### config.mk
export PLATFORM = sky130hd
export DESIGN_NAME = bsg_dram_read_tracker
export DESIGN_NICKNAME = d
export VERILOG_FILES = /design/src/rtl/bsg_dram_read_tracker_pkg.sv /design/src/rtl/bsg_fifo_1r1w_small.sv /design/src/rtl/bsg_dram_read_tracker.sv
export SDC_FILE = /design/constraint.sdc
export NUM_CORES = 1
export LEC_CHECK = 0
export CAP_MARGIN = 25
export CORE_UTILIZATION = 55
export DETAILED_ROUTE_END_ITERATION = 12
export MAX_ROUTING_LAYER = met4
export PLACE_DENSITY_LB_ADDON = 0.25
export SLEW_MARGIN = 40
export SYNTH_ARGS = -nofsm -noshare
export SYNTH_HDL_FRONTEND = slang
export SYNTH_SLANG_ARGS = --single-unit
export TNS_END_PERCENT = 1
### constraint.sdc
create_clock -name clk_i -period 6.42 [get_ports clk_i]
set_clock_uncertainty 0.15 [all_clocks]
set_input_delay 1.284 -clock clk_i [delete_from_list [all_inputs] [get_ports clk_i]]
set_output_delay 1.284 -clock clk_i [all_outputs]
set_load 0.01 [all_outputs]
### src/rtl/bsg_dram_read_tracker_pkg.sv
// Shared defaults and the end-of-test statistics bundle for the DRAM read tracker.
package bsg_dram_read_tracker_pkg;

  localparam int CH_ADDR_W_DEF = 29;
  localparam int NUM_REQ_DEF   = 64;
  localparam int CNT_W_DEF     = 32;
  localparam int LAT_W_DEF     = 16;
  localparam int LAT_SUM_W_DEF = 48;

  // Snapshot of the statistics outputs at the default widths.
  typedef struct packed {
    logic [CNT_W_DEF-1:0]     issued;
    logic [CNT_W_DEF-1:0]     completed;
    logic [LAT_SUM_W_DEF-1:0] lat_sum;
    logic [LAT_W_DEF-1:0]     lat_max;
  } stats_s;

endpackage

### src/rtl/bsg_fifo_1r1w_small.sv
// Small one-read one-write FIFO with registered pointers; storage is not reset.
module bsg_fifo_1r1w_small #(
  parameter int width_p = 16,
  parameter int els_p   = 64
) (
  input  logic               clk_i,
  input  logic               reset_n_i,
  input  logic               v_i,
  output logic               ready_o,
  input  logic [width_p-1:0] data_i,
  output logic               v_o,
  output logic [width_p-1:0] data_o,
  input  logic               yumi_i
);

  localparam int ptr_w = $clog2(els_p);

  // One extra pointer bit distinguishes full from empty.
  logic [ptr_w:0]       wptr_r, rptr_r;
  logic [width_p-1:0]   mem_r [els_p];
  logic                 full, empty, push, pop;

  assign empty   = (wptr_r == rptr_r);
  assign full    = (wptr_r[ptr_w] != rptr_r[ptr_w]) &&
                   (wptr_r[ptr_w-1:0] == rptr_r[ptr_w-1:0]);
  assign ready_o = ~full;
  assign v_o     = ~empty;
  assign data_o  = mem_r[rptr_r[ptr_w-1:0]];
  assign push    = v_i & ~full;
  assign pop     = yumi_i & ~empty;

  always_ff @(posedge clk_i or negedge reset_n_i) begin
    if (!reset_n_i) begin
      wptr_r <= '0;
      rptr_r <= '0;
    end else begin
      if (push) wptr_r <= wptr_r + (ptr_w+1)'(1);
      if (pop)  rptr_r <= rptr_r + (ptr_w+1)'(1);
    end
  end

  always_ff @(posedge clk_i) begin
    if (push) mem_r[wptr_r[ptr_w-1:0]] <= data_i;
  end

endmodule

### src/rtl/bsg_dram_read_tracker.sv
// Credit-limited read issue toward one DRAM channel, with in-order latency
// timestamping and running issue/completion/latency statistics.
module bsg_dram_read_tracker
  import bsg_dram_read_tracker_pkg::*;
#(
  parameter int channel_addr_width_p = CH_ADDR_W_DEF,
  parameter int num_request_p        = NUM_REQ_DEF,
  parameter int counter_width_p      = CNT_W_DEF,
  parameter int lat_width_p          = LAT_W_DEF,
  parameter int lat_sum_width_p      = LAT_SUM_W_DEF
) (
  input  logic                                 clk_i,
  input  logic                                 reset_n_i,
  input  logic                                 v_i,
  input  logic [channel_addr_width_p-1:0]      ch_addr_i,
  output logic                                 yumi_o,
  output logic                                 dram_v_o,
  output logic [channel_addr_width_p-1:0]      dram_ch_addr_o,
  input  logic                                 dram_yumi_i,
  input  logic                                 dram_data_v_i,
  output logic [$clog2(num_request_p+1)-1:0]   outstanding_o,
  output logic [counter_width_p-1:0]           issued_o,
  output logic [counter_width_p-1:0]           completed_o,
  output logic [lat_sum_width_p-1:0]           lat_sum_o,
  output logic [lat_width_p-1:0]               lat_max_o,
  output logic                                 idle_o,
  output logic                                 error_o
);

  localparam int out_w = $clog2(num_request_p+1);

  logic [out_w-1:0]           outstanding_r;
  logic [counter_width_p-1:0] issued_r, completed_r;
  logic [lat_sum_width_p-1:0] lat_sum_r;
  logic [lat_width_p-1:0]     lat_max_r, cycle_r, ts_head, latency;
  logic                       error_r, credit, ts_ready, ts_v, issue, resp;

  // The FIFO's ready is redundant with the credit count but keeps storage
  // overflow impossible even if the two ever drifted apart.
  assign credit         = outstanding_r < out_w'(num_request_p);
  assign dram_v_o       = reset_n_i & v_i & credit & ts_ready;
  assign dram_ch_addr_o = ch_addr_i;
  assign issue          = dram_yumi_i & dram_v_o;
  assign yumi_o         = issue;
  // A non-empty timestamp FIFO is exactly "something outstanding".
  assign resp           = dram_data_v_i & ts_v;
  assign latency        = cycle_r - ts_head;

  bsg_fifo_1r1w_small #(
    .width_p (lat_width_p),
    .els_p   (num_request_p)
  ) u_ts_fifo (
    .clk_i     (clk_i),
    .reset_n_i (reset_n_i),
    .v_i       (issue),
    .ready_o   (ts_ready),
    .data_i    (cycle_r),
    .v_o       (ts_v),
    .data_o    (ts_head),
    .yumi_i    (resp)
  );

  always_ff @(posedge clk_i or negedge reset_n_i) begin
    if (!reset_n_i) begin
      cycle_r       <= '0;
      outstanding_r <= '0;
      issued_r      <= '0;
      completed_r   <= '0;
      lat_sum_r     <= '0;
      lat_max_r     <= '0;
      error_r       <= 1'b0;
    end else begin
      cycle_r <= cycle_r + lat_width_p'(1);
      if (issue) issued_r <= issued_r + counter_width_p'(1);
      if (issue && !resp)      outstanding_r <= outstanding_r + out_w'(1);
      else if (resp && !issue) outstanding_r <= outstanding_r - out_w'(1);
      if (resp) begin
        completed_r <= completed_r + counter_width_p'(1);
        lat_sum_r   <= lat_sum_r + lat_sum_width_p'(latency);
        if (latency > lat_max_r) lat_max_r <= latency;
      end
      if (dram_data_v_i && !ts_v) error_r <= 1'b1;
    end
  end

  assign outstanding_o = outstanding_r;
  assign issued_o      = issued_r;
  assign completed_o   = completed_r;
  assign lat_sum_o     = lat_sum_r;
  assign lat_max_o     = lat_max_r;
  assign idle_o        = (outstanding_r == '0) & ~v_i;
  assign error_o       = error_r;

endmodule

==> flow_summary.json <==
{
  "slowest_stage": "mux4_2",
  "startpoint_type": "flop",
  "place_area_sq_um": 52100,
  "path_cells": "buf_12, buf_12, buf_16, buf_4, buf_4, mux4_2, mux4_2, mux4_2, inv_1, ha_1, a21o_1, nand2_1, o21ai_0, a211oi_2, xnor2_1, ha_1, nand3_1, or3_1, a211o_1, a21o_4, a2111o_1, o221ai_1",
  "p_leak_nw": 19.1,
  "setup.worst_path.class": "reg2reg",
  "postSynthAreaPerCell_sq_um": 19.5,
  "cts.sinks": 1190,
  "yosysTopAreaCell": "edfxtp_1",
  "tns_ps": 0,
  "multiInputGateArea_sq_um": 12900,
  "viasPerCell": 6.28,
  "detailed_place_hpwl_mm": 67.4,
  "period_minus_slack_ps": 6170,
  "seq_area_sq_um": 34900,
  "rows": 108,
  "core_area_sq_um": 87200,
  "wl_per_cell_um": 28.2,
  "power_density_nw_per_um2": 432,
  "yosysTopAreaCellShare_pct": 63.3,
  "numCtsBuffers": 117,
  "ys_seq_elements": 1190,
  "synth_flop_cell": "edfxtp_1",
  "ctsHoldBuffers": 0,
  "area_delta_synth_final_pct": 15.8,
  "io_pins": 202,
  "clk_latency_ps": 700,
  "slew_headroom_pct": 43.4,
  "die_area_sq_um": 89500,
  "yosysSeqAreaShare_pct": 71.9,
  "cp_max_fo": 17,
  "layout-drive-gt1-share_pct": 25.2,
  "fp.dieW_um": 299,
  "worst_setup_path_end_kind": "flop",
  "worstPathRequired_ps": 6880,
  "clockRootBuffer": "clkbuf_16",
  "status": "finished, final reports clean",
  "synthCells": 2490,
  "max_freq_mhz": 162,
  "drt-initial-drc-count": 2909,
  "power_switching_mw": 7.86,
  "pwr-share-seq_pct": 36.8,
  "grt_util_all_layers_pct": 26.6,
  "maxCapViolCount": 0,
  "report.final.slew_viol_count": 0,
  "h-tree-depth": 3,
  "yosysUniqueCellTypes": 60,
  "power_mw": 24.3,
  "fin_area_sq_um": 56200,
  "holdWs_ps": 298,
  "setup-violations-final": 0,
  "synth_edf_count": 1024,
  "port-buffer-count": 143,
  "worst_slew_pin_slew_ps": 850,
  "p_int_mw": 16.4,
  "gp_congestion": 0.897,
  "drt_wl_total_mm": 114,
  "grt_overflow": 0,
  "ant_nets": 0,
  "synth_area_sq_um": 48600,
  "hold_path_class": "reg2reg",
  "synthTopCellsByArea": "edfxtp_1 63%, mux4_2 15%, dfrtp_1 8.6%",
  "first_pass_iters": 5,
  "start_util_pct": 55.7,
  "cts_tree": "done",
  "fill_cells": 5798,
  "grt_pass1_vias": 25400,
  "crit_top_cell": "mux4_2",
  "clock_path_buffers": 3,
  "via_count": 25400,
  "timing.critical_path.buf_inv": 6,
  "hold_viol": 0,
  "vdd_ir_drop_max_mv": 0.430,
  "crit_arrival_ps": 6620,
  "p_sw_share_pct": 32.4,
  "nets": 2878,
  "cts.reportedPaths.clkPinSlew_ps": 70,
  "grt_start_max_net_pins": 73,
  "die-height_um": 299,
  "grt_pass1_wl_mm": 169,
  "drc_errors": 0,
  "combPwrFrac_pct": 35.7,
  "syn_nets": 2586,
  "crit_family": "compound AO/OA/AOI/OAI gates",
  "ys_async_sr_fraction_pct": 13.9,
  "p_clk_share_pct": 27.4,
  "antenna_found_initial": 4,
  "crit_path_max_incr_delay_ps": 500,
  "finalCritPeriodShare_pct": 96.0,
  "ys_warn_count": 0
}
[state kept, by name, summed over array words and instances (netlist names)]
register / cells
completed_o: 32
cycle_r: 16
error_o: 1
issued_o: 32
lat_max_o: 16
lat_sum_o: 48
outstanding_o: 7
u_ts_fifo.mem_r: 1024
u_ts_fifo.rptr_r: 7
u_ts_fifo.wptr_r: 7
[power by group through the flow]
stage	sequential, mW	clock (mW)	combinational, mW
after floorplan	8.95	0	5.63
after global placement	9.10	0	8.02
after detailed placement	9.11	0	8.15
after CTS	8.95	6.74	8.20
after global routing	8.99	7.03	9.34
final	8.95	6.67	8.68
[cell families after synthesis]
kind of cell	synth area share [%]
xor gates and xnor gates	2.92
and+or+nand+nor	3.94
buffers and inverters	1.89
AOI/OAI and AO/OA	2.08
adders and majority gates	1.64
muxes	15.7
DFF	71.9
[stage by stage]
step                      util, %  instances  setup slack [ps]
after floorplan                 -       2490               334
after global placement       59.7       3788               174
after detailed placement     59.7       3788               119
after CTS                    64.0       4007              19.6
after global routing         64.5       4037             -48.2
final                        64.5       4038               255
[synth_stat cells (4+ instances only)]
library cell  count
edfxtp_1       1024
mux4_2          329
dfrtp_1         166
xnor2_1         117
nand2_1         105
nor2_1           98
ha_1             59
inv_1            52
o21ai_0          50
clkbuf_1         48
xor2_1           45
nand4_1          39
nand3_1          38
buf_2            36
buf_4            31
and3_1           29
a21oi_1          20
a21o_1           19
buf_1            18
nor3_1           16
and4_1           13
mux2_2           10
o21a_1           10
o211ai_1          9
mux2i_1           8
o21bai_1          8
a211oi_1          6
and2_1            6
nand2b_1          6
nor2b_1           6
buf_6             5
nand3b_1          5
or2_2             5
a31oi_1           4
nand4b_1          4
o2111ai_1         4
o221ai_1          4
[worst paths after layout]
check,from,to,slack [ps],depth (start not counted)
max,u_ts_fifo.rptr_r[0],lat_max_o[11],250,22
max in group asynchronous,reset_n_i,cycle_r[1],4820,2
max reg2reg,u_ts_fifo.rptr_r[0],lat_max_o[11],250,22
min in group asynchronous,reset_n_i,lat_sum_o[5],310,1
min reg2reg,cycle_r[0],cycle_r[0],300,1
min,cycle_r[0],cycle_r[0],300,1
[per-layer routing]
layer	GRT usage, %	up-vias	part of all wire, %
li1	-	10600	-
met1	37.2	13400	40
met2	41.5	1233	49
met3	3.90	174	8.4
met4	7.46	0	2.6
met5	-	-	0
[cell usage in the layout, fill, tap and decap left out, types with 47 or more instances in the layout]
| cell type | instances |
|---|---|
| edfxtp_1 | 1024 |
| mux4_2 | 329 |
| clkdlybuf4s50_1 | 142 |
| nor2_1 | 98 |
| ha_1 | 58 |
| buf_4 | 139 |
| clkbuf_16 | 123 |
| dfrtp_1 | 146 |
| nand2_1 | 105 |
| o21ai_0 | 47 |
| inv_1 | 52 |
| xnor2_1 | 116 |
[repair_timing]
item                                    in CTS  in global routing
resized for setup                            0                 37
endpoints found under the setup margin       0                 48
buffers inserted                             0                 27
[area by class of cell]
type,count,area share (%)
inverters,53,0.354
diodes,1,0.00445
clock inverters,64,0.915
flip-flops and latches,1190,62.1
multi-input cells,1110,22.9
well taps,1155,2.57
clock buffers,155,5.72
repair buffers,310,5.38
Power figures use the tool's default switching activity.
